--- config.mk ---
export PLATFORM = sky130hd
export DESIGN_NAME = uart_tx
export DESIGN_NICKNAME = d
export VERILOG_FILES = /design/src/rtl/uart_tx_pkg.sv /design/src/rtl/uart_tx_fifo.sv /design/src/rtl/uart_tx.sv
export SDC_FILE = /design/constraint.sdc
export NUM_CORES = 1
export LEC_CHECK = 0
export CORE_UTILIZATION = 50
export DETAILED_ROUTE_END_ITERATION = 10
export GPL_ROUTABILITY_DRIVEN = 0
export PLACE_DENSITY_LB_ADDON = 0.2
export SLEW_MARGIN = 20
export SYNTH_ARGS = -nofsm -noshare
export SYNTH_HDL_FRONTEND = slang
export SYNTH_SLANG_ARGS = --single-unit
--- constraint.sdc ---
create_clock -name HCLK -period 5.2 [get_ports HCLK]
set_clock_uncertainty 0.15 [all_clocks]
set_input_delay 0.78 -clock HCLK [delete_from_list [all_inputs] [get_ports HCLK]]
set_output_delay 0.78 -clock HCLK [all_outputs]
set_load 0.01 [all_outputs]
--- src/rtl/uart_tx_pkg.sv ---
// rtl/uart_tx_pkg.sv - shared FSM state type and defaults for the UART transmitter
package uart_tx_pkg;

  typedef enum logic [1:0] {
    IDLE  = 2'd0,
    START = 2'd1,
    DATA  = 2'd2,
    STOP  = 2'd3
  } tx_state_e;

  localparam int DEFAULT_CLKS_PER_BIT = 16;
  localparam int DATA_BITS            = 8;

  // Counter width that stays legal when the count range collapses to one value.
  function automatic int cnt_width(input int n);
    return (n > 1) ? $clog2(n) : 1;
  endfunction

endpackage

--- src/rtl/uart_tx_fifo.sv ---
// rtl/uart_tx_fifo.sv - synchronous byte FIFO with occupancy level
module uart_tx_fifo #(
  parameter int DEPTH = 4,
  parameter int WIDTH = 8
) (
  input  logic                   HCLK,
  input  logic                   HRESET,
  input  logic                   push,
  input  logic                   pop,
  input  logic [WIDTH-1:0]       din,
  output logic [WIDTH-1:0]       dout,
  output logic                   full,
  output logic                   empty,
  output logic [$clog2(DEPTH):0] level
);

  localparam int AW = $clog2(DEPTH);

  // Counters carry one extra MSB so full and empty stay distinguishable.
  logic [AW:0]      wr_cnt;
  logic [AW:0]      rd_cnt;
  logic [WIDTH-1:0] mem [DEPTH];
  logic             do_push;
  logic             do_pop;

  assign level   = wr_cnt - rd_cnt;
  assign full    = (level == (AW+1)'(DEPTH));
  assign empty   = (level == '0);
  assign do_push = push && !full;
  assign do_pop  = pop && !empty;
  assign dout    = mem[rd_cnt[AW-1:0]];

  always_ff @(posedge HCLK) begin
    if (HRESET) begin
      wr_cnt <= '0;
      rd_cnt <= '0;
    end else begin
      if (do_push) wr_cnt <= wr_cnt + (AW+1)'(1);
      if (do_pop)  rd_cnt <= rd_cnt + (AW+1)'(1);
    end
  end

  always_ff @(posedge HCLK) begin
    if (do_push) mem[wr_cnt[AW-1:0]] <= din;
  end

endmodule

--- src/rtl/uart_tx.sv ---
// rtl/uart_tx.sv - UART 8N1 transmitter with byte FIFO and valid/ready input
module uart_tx
  import uart_tx_pkg::*;
#(
  parameter int CLKS_PER_BIT = DEFAULT_CLKS_PER_BIT,
  parameter int STOP_BITS    = 1,
  parameter int FIFO_DEPTH   = 4
) (
  input  logic                        HCLK,
  input  logic                        HRESET,
  input  logic [7:0]                  tx_data,
  input  logic                        tx_valid,
  output logic                        tx_ready,
  output logic                        tx,
  output logic                        busy,
  output logic [$clog2(FIFO_DEPTH):0] fifo_level
);

  localparam int             CW        = cnt_width(CLKS_PER_BIT);
  localparam logic [CW-1:0]  BAUD_LAST = CW'(CLKS_PER_BIT - 1);
  localparam logic [2:0]     STOP_LAST = 3'(STOP_BITS - 1);

  tx_state_e       state, state_d;
  logic [CW-1:0]   baud_cnt, baud_d;
  logic [2:0]      bit_idx, bit_idx_d;
  logic [7:0]      shift, shift_d;
  logic            tx_d;
  logic            baud_end;
  logic            pop;
  logic            full;
  logic            empty;
  logic [7:0]      fifo_dout;

  uart_tx_fifo #(
    .DEPTH (FIFO_DEPTH),
    .WIDTH (8)
  ) u_fifo (
    .HCLK   (HCLK),
    .HRESET (HRESET),
    .push   (tx_valid && tx_ready),
    .pop    (pop),
    .din    (tx_data),
    .dout   (fifo_dout),
    .full   (full),
    .empty  (empty),
    .level  (fifo_level)
  );

  assign tx_ready = !full;
  assign busy     = (state != IDLE) || (fifo_level != '0);
  assign baud_end = (baud_cnt == BAUD_LAST);

  always_comb begin
    state_d   = state;
    baud_d    = baud_cnt + CW'(1);
    bit_idx_d = bit_idx;
    shift_d   = shift;
    pop       = 1'b0;
    unique case (state)
      IDLE: begin
        baud_d = '0;
        if (!empty) begin
          pop     = 1'b1;
          shift_d = fifo_dout;
          state_d = START;
        end
      end
      START: if (baud_end) begin
        baud_d    = '0;
        bit_idx_d = '0;
        state_d   = DATA;
      end
      DATA: if (baud_end) begin
        baud_d  = '0;
        shift_d = {1'b0, shift[7:1]};
        if (bit_idx == 3'(DATA_BITS - 1)) begin
          bit_idx_d = '0;
          state_d   = STOP;
        end else begin
          bit_idx_d = bit_idx + 3'd1;
        end
      end
      STOP: if (baud_end) begin
        baud_d = '0;
        // bit_idx counts stop bits here; chain straight into the next frame
        if (bit_idx != STOP_LAST) begin
          bit_idx_d = bit_idx + 3'd1;
        end else if (!empty) begin
          pop     = 1'b1;
          shift_d = fifo_dout;
          state_d = START;
        end else begin
          state_d = IDLE;
        end
      end
      default: state_d = IDLE;
    endcase

    // Line level is decoded from the upcoming state so tx comes out of a flop.
    tx_d = 1'b1;
    case (state_d)
      START:   tx_d = 1'b0;
      DATA:    tx_d = shift_d[0];
      default: tx_d = 1'b1;
    endcase
  end

  always_ff @(posedge HCLK) begin
    if (HRESET) begin
      state    <= IDLE;
      baud_cnt <= '0;
      bit_idx  <= '0;
      shift    <= '0;
      tx       <= 1'b1;
    end else begin
      state    <= state_d;
      baud_cnt <= baud_d;
      bit_idx  <= bit_idx_d;
      shift    <= shift_d;
      tx       <= tx_d;
    end
  end

endmodule
# After elaboration in Yosys (flattened, before gate mapping)
# Memories as Yosys holds them, arrays and structs flattened. A register that Yosys moved wholly into a read port is not among the register bits.
# Cells that the tools add are included.
# classes
addsub	5
eq_ne	13
mux	30
reduce_logical	16
# ops
cell	n
8-bit two-way mux	4
8-bit one-hot mux with 3 select lines	1
2-bit two-way mux	8
3-bit two-way mux	5
3-bit nonzero test	4
2-bit inequality test, second input constant	5
3-bit by 1-bit adder with 3-bit output, second input constant	3
3-bit one-hot mux with 3 select lines	1
2-bit one-hot mux with 4 select lines	1
4-bit one-hot mux with 2 select lines	1
2-bit equality test, second input constant	3
3-bit equality test, second input constant	2
1-bit two-way mux	6
5-bit AND reduction	1
4-bit by 1-bit adder with 4-bit output, second input constant	1
2-bit by 1-bit equality test with 1-bit output, second input constant	2
4-bit equality test, second input constant	1
4-bit two-way mux	1
1-bit one-hot mux with 2 select lines	2
4-bit AND reduction	1
1-bit logical AND	3
3-bit logical NOT	1
3-bit OR reduction	1
3-bit subtractor	1
other kinds (4)	5
# word_totals
reg_bits	24
ram_bits	32
input_bits	11
mem_count	1
# mem_list
memory	depth	word_bits	rd	rd_clocked_by_memory_dff	wr	line_no	source
u_fifo.mem	4	8	1	1	1	uart_tx_fifo.sv:22	logic [WIDTH-1:0] mem [DEPTH];

# Longest topological paths before layout
# logic_depth
depth_word	9
ltp_mapped	10
mapped_depth_nobuf	9

# By module
# From an unflattened synthesis, not the netlist that was laid out.
# unflattened
hier_cells	232
area_unflattened_um2	2847.7
# by_module_without_submodules
module	instances	cells_each	area_each_um2	seq_area_each_um2
uart_tx_fifo	1	98	1679.1	1121.1
uart_tx	1	134	1168.6	360.3

# Worst setup path before layout
# OpenSTA, ideal clock, no wires.
# synth_timing
path_type	register to output
from	register u_fifo.wr_cnt[0]
to	output busy
arrival_ns	1.708
slack_ns	2.562
path_stages_with_launch	8
n_path_buf	1
path_cell_list	dfxtp_1 inv_1 ha_1 fa_1 xor3_2 nor2_4 buf_6 nand2_2
# synth_via
elab_chain_cells	3
# synth_lines
element	line_no	source
from (decl)	uart_tx_fifo.sv:20	logic [AW:0] wr_cnt;
from (signal assigned)	uart_tx_fifo.sv:38	if (do_push) wr_cnt <= wr_cnt + (AW+1)'(1);
3-bit subtractor	uart_tx_fifo.sv:26	assign level = wr_cnt - rd_cnt;
via fifo_level[2]	uart_tx.sv:16	output logic [$clog2(FIFO_DEPTH):0] fifo_level
3-bit nonzero test	uart_tx.sv:50	assign busy = (state != IDLE) || (fifo_level != '0);
1-bit logical OR	uart_tx.sv:50	
to (decl)	uart_tx.sv:15	output logic busy,
# The timed path passes the listed nets, and every way through them passes these cells.

# Final worst setup path
# layout_timing
from	register u_fifo.wr_cnt[0]
to	output busy
# layout_via
elab_chain_cells	3
# layout_lines
element	line_no
3-bit subtractor	uart_tx_fifo.sv:26
3-bit nonzero test	uart_tx.sv:50
1-bit logical OR	uart_tx.sv:50
# Every way passes these cells.

==> metrics <==
status finished clean; Max Cap Viol 0; Syn Area/Cell 12.3 µm²; Worst Setup Path Type flip-flop to output pin; Setup Viol. Count Final 0; Critical Path End Type output pin; worst-margin pin slew 862 ps; global route overflow 0; hold slack 310 ps; flops & latches, synth 58; clock-pin slew on the worst setup and hold paths 60 ps; Die Y 75.6 µm; Inserted Clock Buffers 9; share of cells above drive strength 1 13.5%; max_slew headroom 42.4%; Clock Path Buffers 2; async set-or-reset flop fraction in the synthesized netlist 0%; RSZ-0062 raised after global routing no; GRT Overall Usage 20.2%; Power Total 1.70 mW; Peak VDD IR 0.306 mV; cell area after synthesis 0.00271 mm²; cell count after synthesis 221; initial cell density of the core 52.4%; I/O pins 17; max-slew violations 0; Final ANT Viol Nets 0; final period utilization 70.1%; top_reg_cell synth edfxtp_1; Worst EP required 4270 ps; first-pass GRT wire length 8040 µm; Worst Path Max Fanout 11; row count 26; post-synthesis sequential area ratio 54.6%; Net Count, Synth 249; drt first pass iters 4; number of remaining DRC errors 0; utilization after layout 59.9%; worst-skew pair later-pin latency 330 ps; leakage power 1.16 nW; Iter 0 DRT Violations 92; clock period minus final worst setup slack 3650 ps; worst reg2reg path startpoint u_fifo.wr_cnt[0]$_SDFFE_PP0P_; CTS tree done; Port Buf Inserts 16; largest net degree at the start of global routing 24; initial antenna violation count 0; clock tree sinks 58; Chip Width 75.6 µm; Die ar. 0.00572 mm²; vias per std cell 5.35; Highest Clock Rate 274 MHz; HPWL after DPL 3250 µm; Worst Hold Class flip-flop to flip-flop; ant diodes 0; Post-Route Setup TNS 0 ps; H-tree levels 3; Worst Setup SP u_fifo.wr_cnt[0]$_SDFFE_PP0P_; layout overhead on the synthesized area 14.4%; Final nets 267; min-delay src baud_cnt[0]$_SDFF_PP0_; final hold violation count 0; Via Count 1679; Yosys cell types 44; vias in the first global route 1597; clk root buf clkbuf_8; YS warnings 0; post-CTS sizing 0; core area 0.00517 mm²; hold_buf cts 0; WL/cell 15.1 µm; number of enable flip-flop cells after synthesis 32; PD cells 549 mW/mm²; Arrival @ worst endpoint 2720 ps; Critical Path Start Type flip-flop; post-CTS setup buffers 0; final WL 4760 µm
[flip-flops by register name, indices dropped and copies added, names as in the netlist, named ones only]
| signal | cells |
|---|---|
| u_fifo.mem | 32 |
| u_fifo.wr_cnt | 3 |
| bit_idx | 3 |
| shift | 8 |
| u_fifo.rd_cnt | 3 |
| state | 2 |
| baud_cnt | 4 |
| tx | 1 |
[cells in the mapped netlist (2+ instances only)]
cell type / count / share of area [%]
dfxtp_1: 26 / 19
o211ai_1: 3 / 0.83
and2_1: 2 / 0.46
inv_1: 11 / 1.5
nand2_1: 13 / 1.8
clkbuf_1: 5 / 0.69
nor2_1: 26 / 3.6
a31oi_1: 2 / 0.46
mux2i_1: 9 / 3.3
nand3b_1: 2 / 0.55
a22oi_1: 6 / 1.7
ha_1: 16 / 7.4
o21ai_1: 6 / 1.1
nor2b_1: 2 / 0.46
nor3_2: 2 / 0.74
o21ai_0: 3 / 0.55
a21oi_1: 9 / 1.7
xor2_1: 2 / 0.65
mux4_2: 8 / 6.6
xnor2_1: 4 / 1.3
nor3_1: 2 / 0.37
nand3_1: 4 / 0.74
edfxtp_1: 32 / 35
and3_1: 6 / 1.4
[power breakdown]
| part | total, mW | switching (mW) | internal, mW |
|---|---|---|---|
| registers | 0.640 | 0.0669 | 0.573 |
| clock network | 0.394 | 0.177 | 0.218 |
| logic | 0.668 | 0.369 | 0.299 |
[metrics by stage]
stage               area, µm²  instances  setup WS [ps]
floorplan                2710        221           2560
global placement         2920        298           1950
detailed placement       2920        298           1890
CTS                      3100        314           1520
global route             3100        314           1350
finish                   3100        314           1550
[placed cells by master (no fill, tap or decap), drive strengths merged, types with 9 or more instances in the layout]
master | synthesis | routed
clkbuf | 6 | 10
clkdlybuf4s50 | 0 | 16
a21oi | 9 | 9
ha | 16 | 16
dfxtp | 26 | 26
mux2i | 9 | 9
nand2 | 14 | 14
o21ai | 10 | 10
edfxtp | 32 | 32
nor2 | 27 | 27
inv | 11 | 11
[logic make-up after synthesis]
group                    synth area share, %
AND/OR/NAND/NOR                         11.7
flip-flops                              54.6
AO/OA/AOI/OAI                           9.55
buffers and inverters                   3.14
multiplexers                            9.97
adder cells (fa/ha/maj)                 8.12
XOR/XNOR                                2.86
[per-layer routing]
layer	part of all wire (%)	global-route usage, %	vias to the layer above
li1	-	-	837
met1	48	27.2	801
met2	47	30.6	31
met3	4.0	6.35	10
met4	1.7	8.02	0
met5	0	0	-
[cell type report]
| class | instances | area, µm² |
|---|---|---|
| clock inverter | 6 | 57.6 |
| fill | 430 | 2070 |
| tap | 70 | 87.6 |
| sequential | 58 | 1480 |
| timing repair buffer | 16 | 160 |
| clock buffer | 10 | 128 |
| multi-input combinational | 143 | 1140 |
| inverter | 11 | 41.3 |
[final timing paths]
| check | endpoint | slack (ps) | cells after the start |
|---|---|---|---|
| worst max register to register | u_fifo.wr_cnt[2]$_SDFFE_PP0P_ | 2590 | 8 |
| worst min register to register | baud_cnt[0]$_SDFF_PP0_ | 310 | 1 |
| worst min-delay path | baud_cnt[0]$_SDFF_PP0_ | 310 | 1 |
| worst max-delay path | busy | 1550 | 7 |
[critical path, stage by stage, from the launching register on]
cell             delay, ps
dfxtp_1                390
inv_1                  110
ha_1                   200
fa_1                   370
xor3_2                 320
nor2_4                 370
nand2_2                120
clkdlybuf4s50_1        500
Power figures use the tool's default switching activity.
